[src/rtl/vram_pkg.sv]
// vram_pkg: constants and types shared by the VRAM writer and reader sides.
package vram_pkg;

    localparam int H_TIME_DEF = 794;   // VRAM columns per row
    localparam int V_TIME_DEF = 523;   // VRAM rows
    localparam int COORD_W    = 11;

    typedef logic [COORD_W-1:0] coord_t;

    typedef enum logic [1:0] {
        S_IDLE = 2'd0,
        S_FILL = 2'd1,
        S_FIN  = 2'd2
    } state_t;

endpackage

[src/rtl/vram_raster_counter.sv]
// vram_raster_counter: row-major rectangle scanner. Load captures the
// rectangle bounds and starts at its top-left cell; each step moves one
// column right, wrapping to the first column of the next row. o_last flags
// the bottom-right cell so the caller never steps past it.
module vram_raster_counter
    import vram_pkg::*;
(
    input  logic        clk,
    input  logic        rst,
    input  logic        i_load,
    input  logic        i_step,
    input  logic [10:0] i_row_ini,
    input  logic [10:0] i_row_fin,
    input  logic [10:0] i_col_ini,
    input  logic [10:0] i_col_fin,
    output logic [10:0] o_row,
    output logic [10:0] o_col,
    output logic        o_last
);

    coord_t r_row;
    coord_t r_col;
    coord_t r_col_ini;
    coord_t r_row_fin;
    coord_t r_col_fin;

    // Bound capture on load, raster advance on step; hold otherwise.
    always_ff @(posedge clk or posedge rst) begin
        if (rst) begin
            r_row     <= '0;
            r_col     <= '0;
            r_col_ini <= '0;
            r_row_fin <= '0;
            r_col_fin <= '0;
        end else if (i_load) begin
            r_row     <= i_row_ini;
            r_col     <= i_col_ini;
            r_col_ini <= i_col_ini;
            r_row_fin <= i_row_fin;
            r_col_fin <= i_col_fin;
        end else if (i_step) begin
            if (r_col == r_col_fin) begin
                r_col <= r_col_ini;
                r_row <= r_row + 11'd1;
            end else begin
                r_col <= r_col + 11'd1;
            end
        end
    end

    assign o_row  = r_row;
    assign o_col  = r_col;
    assign o_last = (r_row == r_row_fin) && (r_col == r_col_fin);

endmodule

[src/rtl/vram_writer.sv]
// vram_writer: fills a rectangle of VRAM with a single pixel value, one
// write per clock in row-major order. Commands are validated against the
// VRAM size before being accepted.
// Optional build macro VRAM_WRITER_CLIP_EN: clamp out-of-range end
// coordinates to the VRAM edge instead of rejecting the command.
module vram_writer
    import vram_pkg::*;
#(
    parameter int HTime = H_TIME_DEF,
    parameter int VTime = V_TIME_DEF
)(
    input  logic        clk,
    input  logic        rst,
    input  logic        Start,
    input  logic [10:0] FilaIni,
    input  logic [10:0] FilaFin,
    input  logic [10:0] ColumnaIni,
    input  logic [10:0] ColumnaFin,
    input  logic        Color,
    input  logic        Abort,
    output logic        WrEn,
    output logic [10:0] WrFila,
    output logic [10:0] WrColumna,
    output logic        WrPixel,
    output logic        Busy,
    output logic        Done,
    output logic        Error
);

    localparam coord_t H_MAX = coord_t'(HTime - 1);
    localparam coord_t V_MAX = coord_t'(VTime - 1);

    state_t r_state;
    state_t w_state_nx;
    logic   r_error;
    logic   r_color;
    logic   w_load;
    logic   w_step;
    logic   w_err_set;
    logic   w_last;
    logic   w_range_bad;
    logic   w_valid;
    coord_t w_fila_fin;
    coord_t w_col_fin;
    coord_t w_row;
    coord_t w_col;

`ifdef VRAM_WRITER_CLIP_EN
    assign w_fila_fin  = (FilaFin    > V_MAX) ? V_MAX : FilaFin;
    assign w_col_fin   = (ColumnaFin > H_MAX) ? H_MAX : ColumnaFin;
    assign w_range_bad = (FilaIni > V_MAX) || (ColumnaIni > H_MAX);
`else
    assign w_fila_fin  = FilaFin;
    assign w_col_fin   = ColumnaFin;
    // Ini beyond the edge is caught by the Ini<=Fin test below.
    assign w_range_bad = (FilaFin > V_MAX) || (ColumnaFin > H_MAX);
`endif

    assign w_valid = !w_range_bad && (FilaIni <= w_fila_fin) && (ColumnaIni <= w_col_fin);

    vram_raster_counter u_raster (
        .clk       (clk),
        .rst       (rst),
        .i_load    (w_load),
        .i_step    (w_step),
        .i_row_ini (FilaIni),
        .i_row_fin (w_fila_fin),
        .i_col_ini (ColumnaIni),
        .i_col_fin (w_col_fin),
        .o_row     (w_row),
        .o_col     (w_col),
        .o_last    (w_last)
    );

    // State register, error pulse and latched colour.
    always_ff @(posedge clk or posedge rst) begin
        if (rst) begin
            r_state <= S_IDLE;
            r_error <= 1'b0;
            r_color <= 1'b0;
        end else begin
            r_state <= w_state_nx;
            r_error <= w_err_set;
            if (w_load) begin
                r_color <= Color;
            end
        end
    end

    // Next state and counter control; Abort outranks the last-cell exit.
    always_comb begin
        w_state_nx = r_state;
        w_load     = 1'b0;
        w_step     = 1'b0;
        w_err_set  = 1'b0;
        case (r_state)
            S_IDLE: begin
                if (Start) begin
                    if (w_valid) begin
                        w_load     = 1'b1;
                        w_state_nx = S_FILL;
                    end else begin
                        w_err_set  = 1'b1;
                    end
                end
            end
            S_FILL: begin
                if (Abort) begin
                    w_state_nx = S_IDLE;
                end else if (w_last) begin
                    w_state_nx = S_FIN;
                end else begin
                    w_step     = 1'b1;
                end
            end
            S_FIN: begin
                w_state_nx = S_IDLE;
            end
            default: begin
                w_state_nx = S_IDLE;
            end
        endcase
    end

    // The counter registers double as the write address; they hold their
    // last value whenever the FSM leaves FILL.
    assign WrEn      = (r_state == S_FILL);
    assign Busy      = (r_state == S_FILL);
    assign Done      = (r_state == S_FIN);
    assign Error     = r_error;
    assign WrFila    = w_row;
    assign WrColumna = w_col;
    assign WrPixel   = r_color;

endmodule
[config.mk]
export PLATFORM = sky130hd
export DESIGN_NAME = vram_writer
export DESIGN_NICKNAME = d
export VERILOG_FILES = /design/src/rtl/vram_pkg.sv /design/src/rtl/vram_raster_counter.sv /design/src/rtl/vram_writer.sv
export SDC_FILE = /design/constraint.sdc
export NUM_CORES = 1
export LEC_CHECK = 0
export BUFFER_PORTS_ARGS = -buffer_cell sky130_fd_sc_hd__clkbuf_2
export CORE_ASPECT_RATIO = 1.25
export CORE_MARGIN = 2
export CORE_UTILIZATION = 55
export DETAILED_ROUTE_END_ITERATION = 16
export HOLD_SLACK_MARGIN = 0.1
export PLACE_DENSITY = 0.92
export SLEW_MARGIN = 20
export SYNTH_ARGS = -nofsm -noshare
export SYNTH_HDL_FRONTEND = slang
export SYNTH_HIERARCHICAL = 1
export SYNTH_SLANG_ARGS = --single-unit
[constraint.sdc]
create_clock -name clk -period 4 [get_ports clk]
set_input_delay 0.2 -clock clk [delete_from_list [all_inputs] [get_ports clk]]
set_output_delay 0.2 -clock clk [all_outputs]
set_load 0.005 [all_outputs]
# [Yosys cells after proc, flatten, opt, wreduce, memory -nomap -nowiden]
# Index checks and enable logic that the tools add are counted.
[totals] inputBits=49 wordCells=51 register_bits=59 out_inout_bits=27
[classes] addsub=2 reduce_logical=10 mux=20 magnitude_cmp=4 eq_ne=7
[op_table] cell="2-to-1 mux 11 bit" count=6
[op_table] cell="adder 11 x 1 -> 11 bit, second input constant" count=2
[op_table] cell="equality test 11 bit" count=2
[op_table] cell="greater-than comparator 11 x 10 -> 1 bit, second input constant" count=2
[op_table] cell="<= comparator 11 bit" count=2
[op_table] cell="2-to-1 mux 1 bit" count=9
[op_table] cell="2-to-1 mux 2 bit" count=4
[op_table] cell="inequality test 2 bit, second input constant" count=2
[op_table] cell="one-hot mux 2 bit (2 select lines)" count=1
[op_table] cell="nonzero test 2 bit" count=2
[op_table] cell="logical AND 1 bit" count=3
[op_table] cell="inequality test 3 x 2 -> 1 bit, second input constant" count=1
[op_table] cell="AND reduction 3 bit" count=1
[op_table] cell="equality test 2 x 1 -> 1 bit, second input constant" count=1
[op_table] cell="equality test 2 bit, second input constant" count=1
[op_table] cell="zero test 2 bit" count=1
[op_table] cell="AND reduction 2 bit" count=1
[op_table] cell="zero test 1 bit" count=1
[op_table] cell="logical OR 1 bit" count=1

# [Logic depth before layout (Yosys ltp)]
[logic_depth] ltp_word=10 depth_mapped=14 depth_no_buf=10

# [Modules after synthesis]
# Netlist, hierarchy kept.
[modules_own_cells] mod="vram_raster_counter" instances=1 area_each_um2=2927.8 cells_each=270
[modules_own_cells] mod="vram_writer" instances=1 area_each_um2=827.0 cells_each=102

# [Worst setup path before layout]
# Ideal clock, no wire load.
[synth_path] path_kind="register -> register" start="reg u_raster.r_col[2], in the netlist u_raster/o_col[2]" end="reg u_raster.r_col[5], in the netlist u_raster/o_col[5]" stages_incl_launch_ff=15 setup_slack_ns=1.139 arrival_time_ns=2.724 setup_ns=0.137 path_buffers=4 cell_sequence="dfrtp_1 -> buf_6 -> xnor2_2 -> nand4_2 -> or3_1 -> buf_6 -> buf_2 -> nor4_1 -> nor3b_1 -> inv_1 -> clkbuf_1 -> nor2_1 -> mux2_2 -> nand3_1 -> o211ai_1"
[synth_via] elab_chain_len=6
[synth_rtl] element="start, declared" line="vram_raster_counter.sv:22" rtl="coord_t r_col;"
[synth_rtl] element="start signal, assigned" line="vram_raster_counter.sv:37" rtl="r_col <= i_col_ini;"
[synth_rtl] element="start signal, assigned" line="vram_raster_counter.sv:43" rtl="r_col <= r_col_ini;"
[synth_rtl] element="start signal, assigned" line="vram_raster_counter.sv:46" rtl="r_col <= r_col + 11'd1;"
[synth_rtl] element="equality test 11 bit" line="vram_raster_counter.sv:53" rtl="assign o_last = (r_row == r_row_fin) && (r_col == r_col_fin);"
[synth_rtl] element="logical AND 1 bit" line="vram_raster_counter.sv:53"
[synth_rtl] element="net w_last" line="vram_writer.sv:40" rtl="logic w_last;"
[synth_rtl] element="2-to-1 mux 1 bit" line="vram_writer.sv:110" rtl="end else if (w_last) begin"
[synth_rtl] element="2-to-1 mux 1 bit" line="vram_writer.sv:108" rtl="if (Abort) begin"
[synth_rtl] element="2-to-1 mux 1 bit" line="vram_writer.sv:96" rtl="case (r_state)"
[synth_rtl] element="net w_step" line="vram_writer.sv:38" rtl="logic w_step;"
[synth_rtl] element="nonzero test 2 bit (no source line)"
# The timed path passes the listed nets, and every way through them passes these cells. The select of a mux whose other input is x is not followed.
# A chain may end at the register's enable or synchronous reset.

# [Final worst setup path]
[layout_path] start="reg u_raster.r_col[5], in the netlist u_raster/o_col[5]" end="reg u_raster.r_row[1], in the netlist u_raster/o_row[1]"
[layout_via] elab_chain_len=7
[layout_rtl] element="equality test 11 bit" line="vram_raster_counter.sv:53"
[layout_rtl] element="logical AND 1 bit" line="vram_raster_counter.sv:53"
[layout_rtl] element="net w_last" line="vram_writer.sv:40"
[layout_rtl] element="2-to-1 mux 1 bit" line="vram_writer.sv:110"
[layout_rtl] element="2-to-1 mux 1 bit" line="vram_writer.sv:108"
[layout_rtl] element="2-to-1 mux 1 bit" line="vram_writer.sv:96"
[layout_rtl] element="net w_step" line="vram_writer.sv:38"
[layout_rtl] element="nonzero test 2 bit (no source line)"
[layout_rtl] element="AND reduction 2 bit (no source line)"
[layout_rtl] element="end signal, assigned" line="vram_raster_counter.sv:36" rtl="r_row <= i_row_ini;"
[layout_rtl] element="end signal, assigned" line="vram_raster_counter.sv:44" rtl="r_row <= r_row + 11'd1;"
[layout_rtl] element="end, declared" line="vram_raster_counter.sv:21" rtl="coord_t r_row;"
# The timed path passes the listed nets, and every way through them passes these cells.

==> metrics.cfg <==
[clock_network]
cts_tree = built
postCtsHoldBufs = 3
cts_root_buf = clkbuf_8
post_cts_resized = 0
cts.sinks = 59
cts_setup_buffers = 0
cts_buffer_depth = 2
clk_latency_ns = 0.34
cts_htree_levels = 3
cts.reportedPaths.clkPinSlew_ns = 0.06
cts_buffers = 9

[cells_and_area]
drive_gt1_share_pct = 29.9
fin_nets = 522
final_cell_area_um2 = 4370
diodes = 0
area_growth_pct = 16.4
most-common-layout-cells = clkbuf_2, dfrtp_1, inv_1
layout.cells.most_common = clkbuf_2
layout.cells.non_filler = 539

[pwr]
swShare_pct = 34.9
switching_power_mw = 0.758
p_leak_nw = 2.08
clock_power_share_pct = 21.6
seq_power_share_pct = 45.6
finalPower_mw = 2.17
pwr-share-comb_pct = 32.8
peakVddDrop_v = 0.000301
intPower_mw = 1.41
power.density_nw_per_um2 = 497

[route]
wl_per_cell_um = 18.0
m1WireLength_um = 3960
drt_iter0_markers = 201
wirelength_um = 9720
route.met2.wl_um = 4900
detail-route-antenna-nets = 0
via_per_inst = 6.05
drc_errors = 0
top_layer = met4
routed-wl-met3_um = 529
firstDrtPassIters = 4
via_count = 3263

[floorplan]
die_area_um2 = 7510
fp.coreArea_um2 = 6610
ios = 76
die_h_um = 96.4
num_rows = 33
die_w_um = 77.9
start_util_pct = 56.8

[global_routing]
first_global_vias = 3144
track_usage_pct = 26.0
antenna_found_initial = 0
grt_overflow = 0
grt_pass1_wl_um = 14900
grt_max_degree = 68

[yosys]
ys_ff_latch = 59
synth_xor_area_share_pct = 7.40
yosys-top-cells-area = dfrtp_1, mux2_2, ha_1, xnor2_1, inv_1
async_flop_share_pct = 100
synth_cell_type_count = 54
ys_seq_area_share_pct = 39.3
synth-simple-area-share_pct = 15.3
syn_area_um2 = 3750
netlist_instances = 372
synth_top_area_share_pct = 39.3
synth_ff_type = dfrtp_1
synth-adder-area-share_pct = 8.00
synth_nets = 445
synth_top_family_by_area = simple AND/OR/NAND/NOR gates
synth_edf_count = 0
synth_mux_area_share_pct = 11.7
synth_area_per_cell_um2 = 10.1
yosysWarnings = 6
yosys.area.top_type = dfrtp_1
synth_compound_area_share_pct = 12.4

[placement]
portBuffers = 75
dpl.hpwl_um = 7240
place_area_um2 = 4170
gp_congestion = 0.948
dp_cells = 522

[worst_setup_path]
critPathBufInv = 2
r2r_cells = 10
crit_family = simple AND/OR/NAND/NOR gates
worstSetupPathType = reg -> reg
path_max_fanout = 14
crit_cells = 10
crit_required_ns = 4.17
crit_chain = xnor2_1 > nand4_2 > or3_1 > nor4_1 > nor3b_1 > buf_4 > inv_1 > nor4_1 > mux2i_1 > o21ai_0
cp-start-kind = flip-flop
slowest_delay_ns = 0.94
end_kind = flip-flop
cp_data_arrival_time_ns = 3.42
critPathSlowestCell = nor4_1
cpMostUsedCell = nor4_1

[job]
drv_cap = 0

[sta]
worstMarginPinSlew_ns = 1.04
maxSlewHeadroom_pct = 30.2
finalHoldViolCount = 0
setup_viol = 0
fmax_mhz = 308
slew_violations = 0
period_needed_ns = 3.25
rsz0062_at_grt = false
min_period_over_period_pct = 81.2
tns_ns = 0
skew_ns = 0.0120

[min_path]
holdPathStages = 2
hold_path_class = in -> reg

[status]
status = completed

## state kept, by name, indices dropped and copies added, names as in the netlist
register / flops
u_raster/o_col: 11
u_raster/o_row: 11
u_raster/r_col_ini: 11
u_raster/r_row_fin: 11
u_raster/r_col_fin: 11
WrPixel: 1
r_state: 2
Error: 1
## cells by family (layout without fill, tap and decap cells)
kind of cell / Yosys count / after routing
DFF: 59 / 59
buffers and inverters: 50 / 130
adders and majority gates: 24 / 24
AOI/OAI and AO/OA: 67 / 67
and+or+nand+nor: 102 / 102
muxes: 40 / 40
xor gates and xnor gates: 30 / 30
## cell type report
| class | instances | area (um^2) |
|---|---|---|
| Clock inverter | 3 | 15.0 |
| Tap cell | 87 | 109 |
| Timing Repair Buffer | 82 | 435 |
| Fill cell | 516 | 2240 |
| Clock buffer | 11 | 151 |
| Sequential cell | 59 | 1480 |
| Multi-Input combinational cell | 263 | 2060 |
| Inverter | 34 | 128 |
## path summary, 6_finish.rpt
check | start | end | slack, ns
max reg2reg | u_raster/o_col[5] | u_raster/o_row[1] | 0.75
min in group asynchronous | rst | Error | 0.29
min reg2reg | WrPixel | WrPixel | 0.50
max in group asynchronous | rst | u_raster/o_col[5] | 2.91
max | u_raster/o_col[5] | u_raster/o_row[1] | 0.75
min | FilaFin[10] | u_raster/r_row_fin[10] | 0.12
## synthesized netlist by cell type (4+ instances only)
cell type   n
buf_6       4
o21ai_0    19
nor3_1      5
inv_1      32
mux2_2     29
and3_1      7
or4_1       4
mux2i_1    10
nand4_1     9
dfrtp_1    59
clkbuf_1    9
nand3_1    13
nor2_1     11
nor4_1      5
a21oi_1     9
nand2_1    24
a31oi_1     5
o211ai_1    6
and4_1      5
xnor2_1    28
ha_1       24
a211oi_1    6
## through the flow
step / utilization, % / hold slack, ns / setup slack (ns)
2_1_floorplan: - / -0.0339 / 1.14
3_3_place_gp: 63.2 / 0.0842 / 0.957
3_5_place_dp: 63.2 / 0.0920 / 0.900
4_1_cts: 66.2 / 0.104 / 0.868
5_1_grt: 66.2 / 0.110 / 0.669
6_report: 66.2 / 0.119 / 0.754
## routing by layer
| metal | global-route usage, % | up-vias |
|---|---|---|
| met5 | 0 | - |
| met4 | 12.9 | 0 |
| met3 | 4.65 | 28 |
| met2 | 46.5 | 142 |
| met1 | 30.3 | 1595 |
| li1 | - | 1498 |
## power by group through the flow
stage          Clock [mW]  Combinational, mW  Sequential (mW)
6_report            0.468              0.713            0.989
5_1_grt             0.504              0.771             1.01
4_1_cts             0.476              0.708            0.985
3_5_place_dp            0              0.700            0.994
3_3_place_gp            0              0.674            0.982
2_1_floorplan           0              0.483            0.945
(Power assumes the default switching activity.)
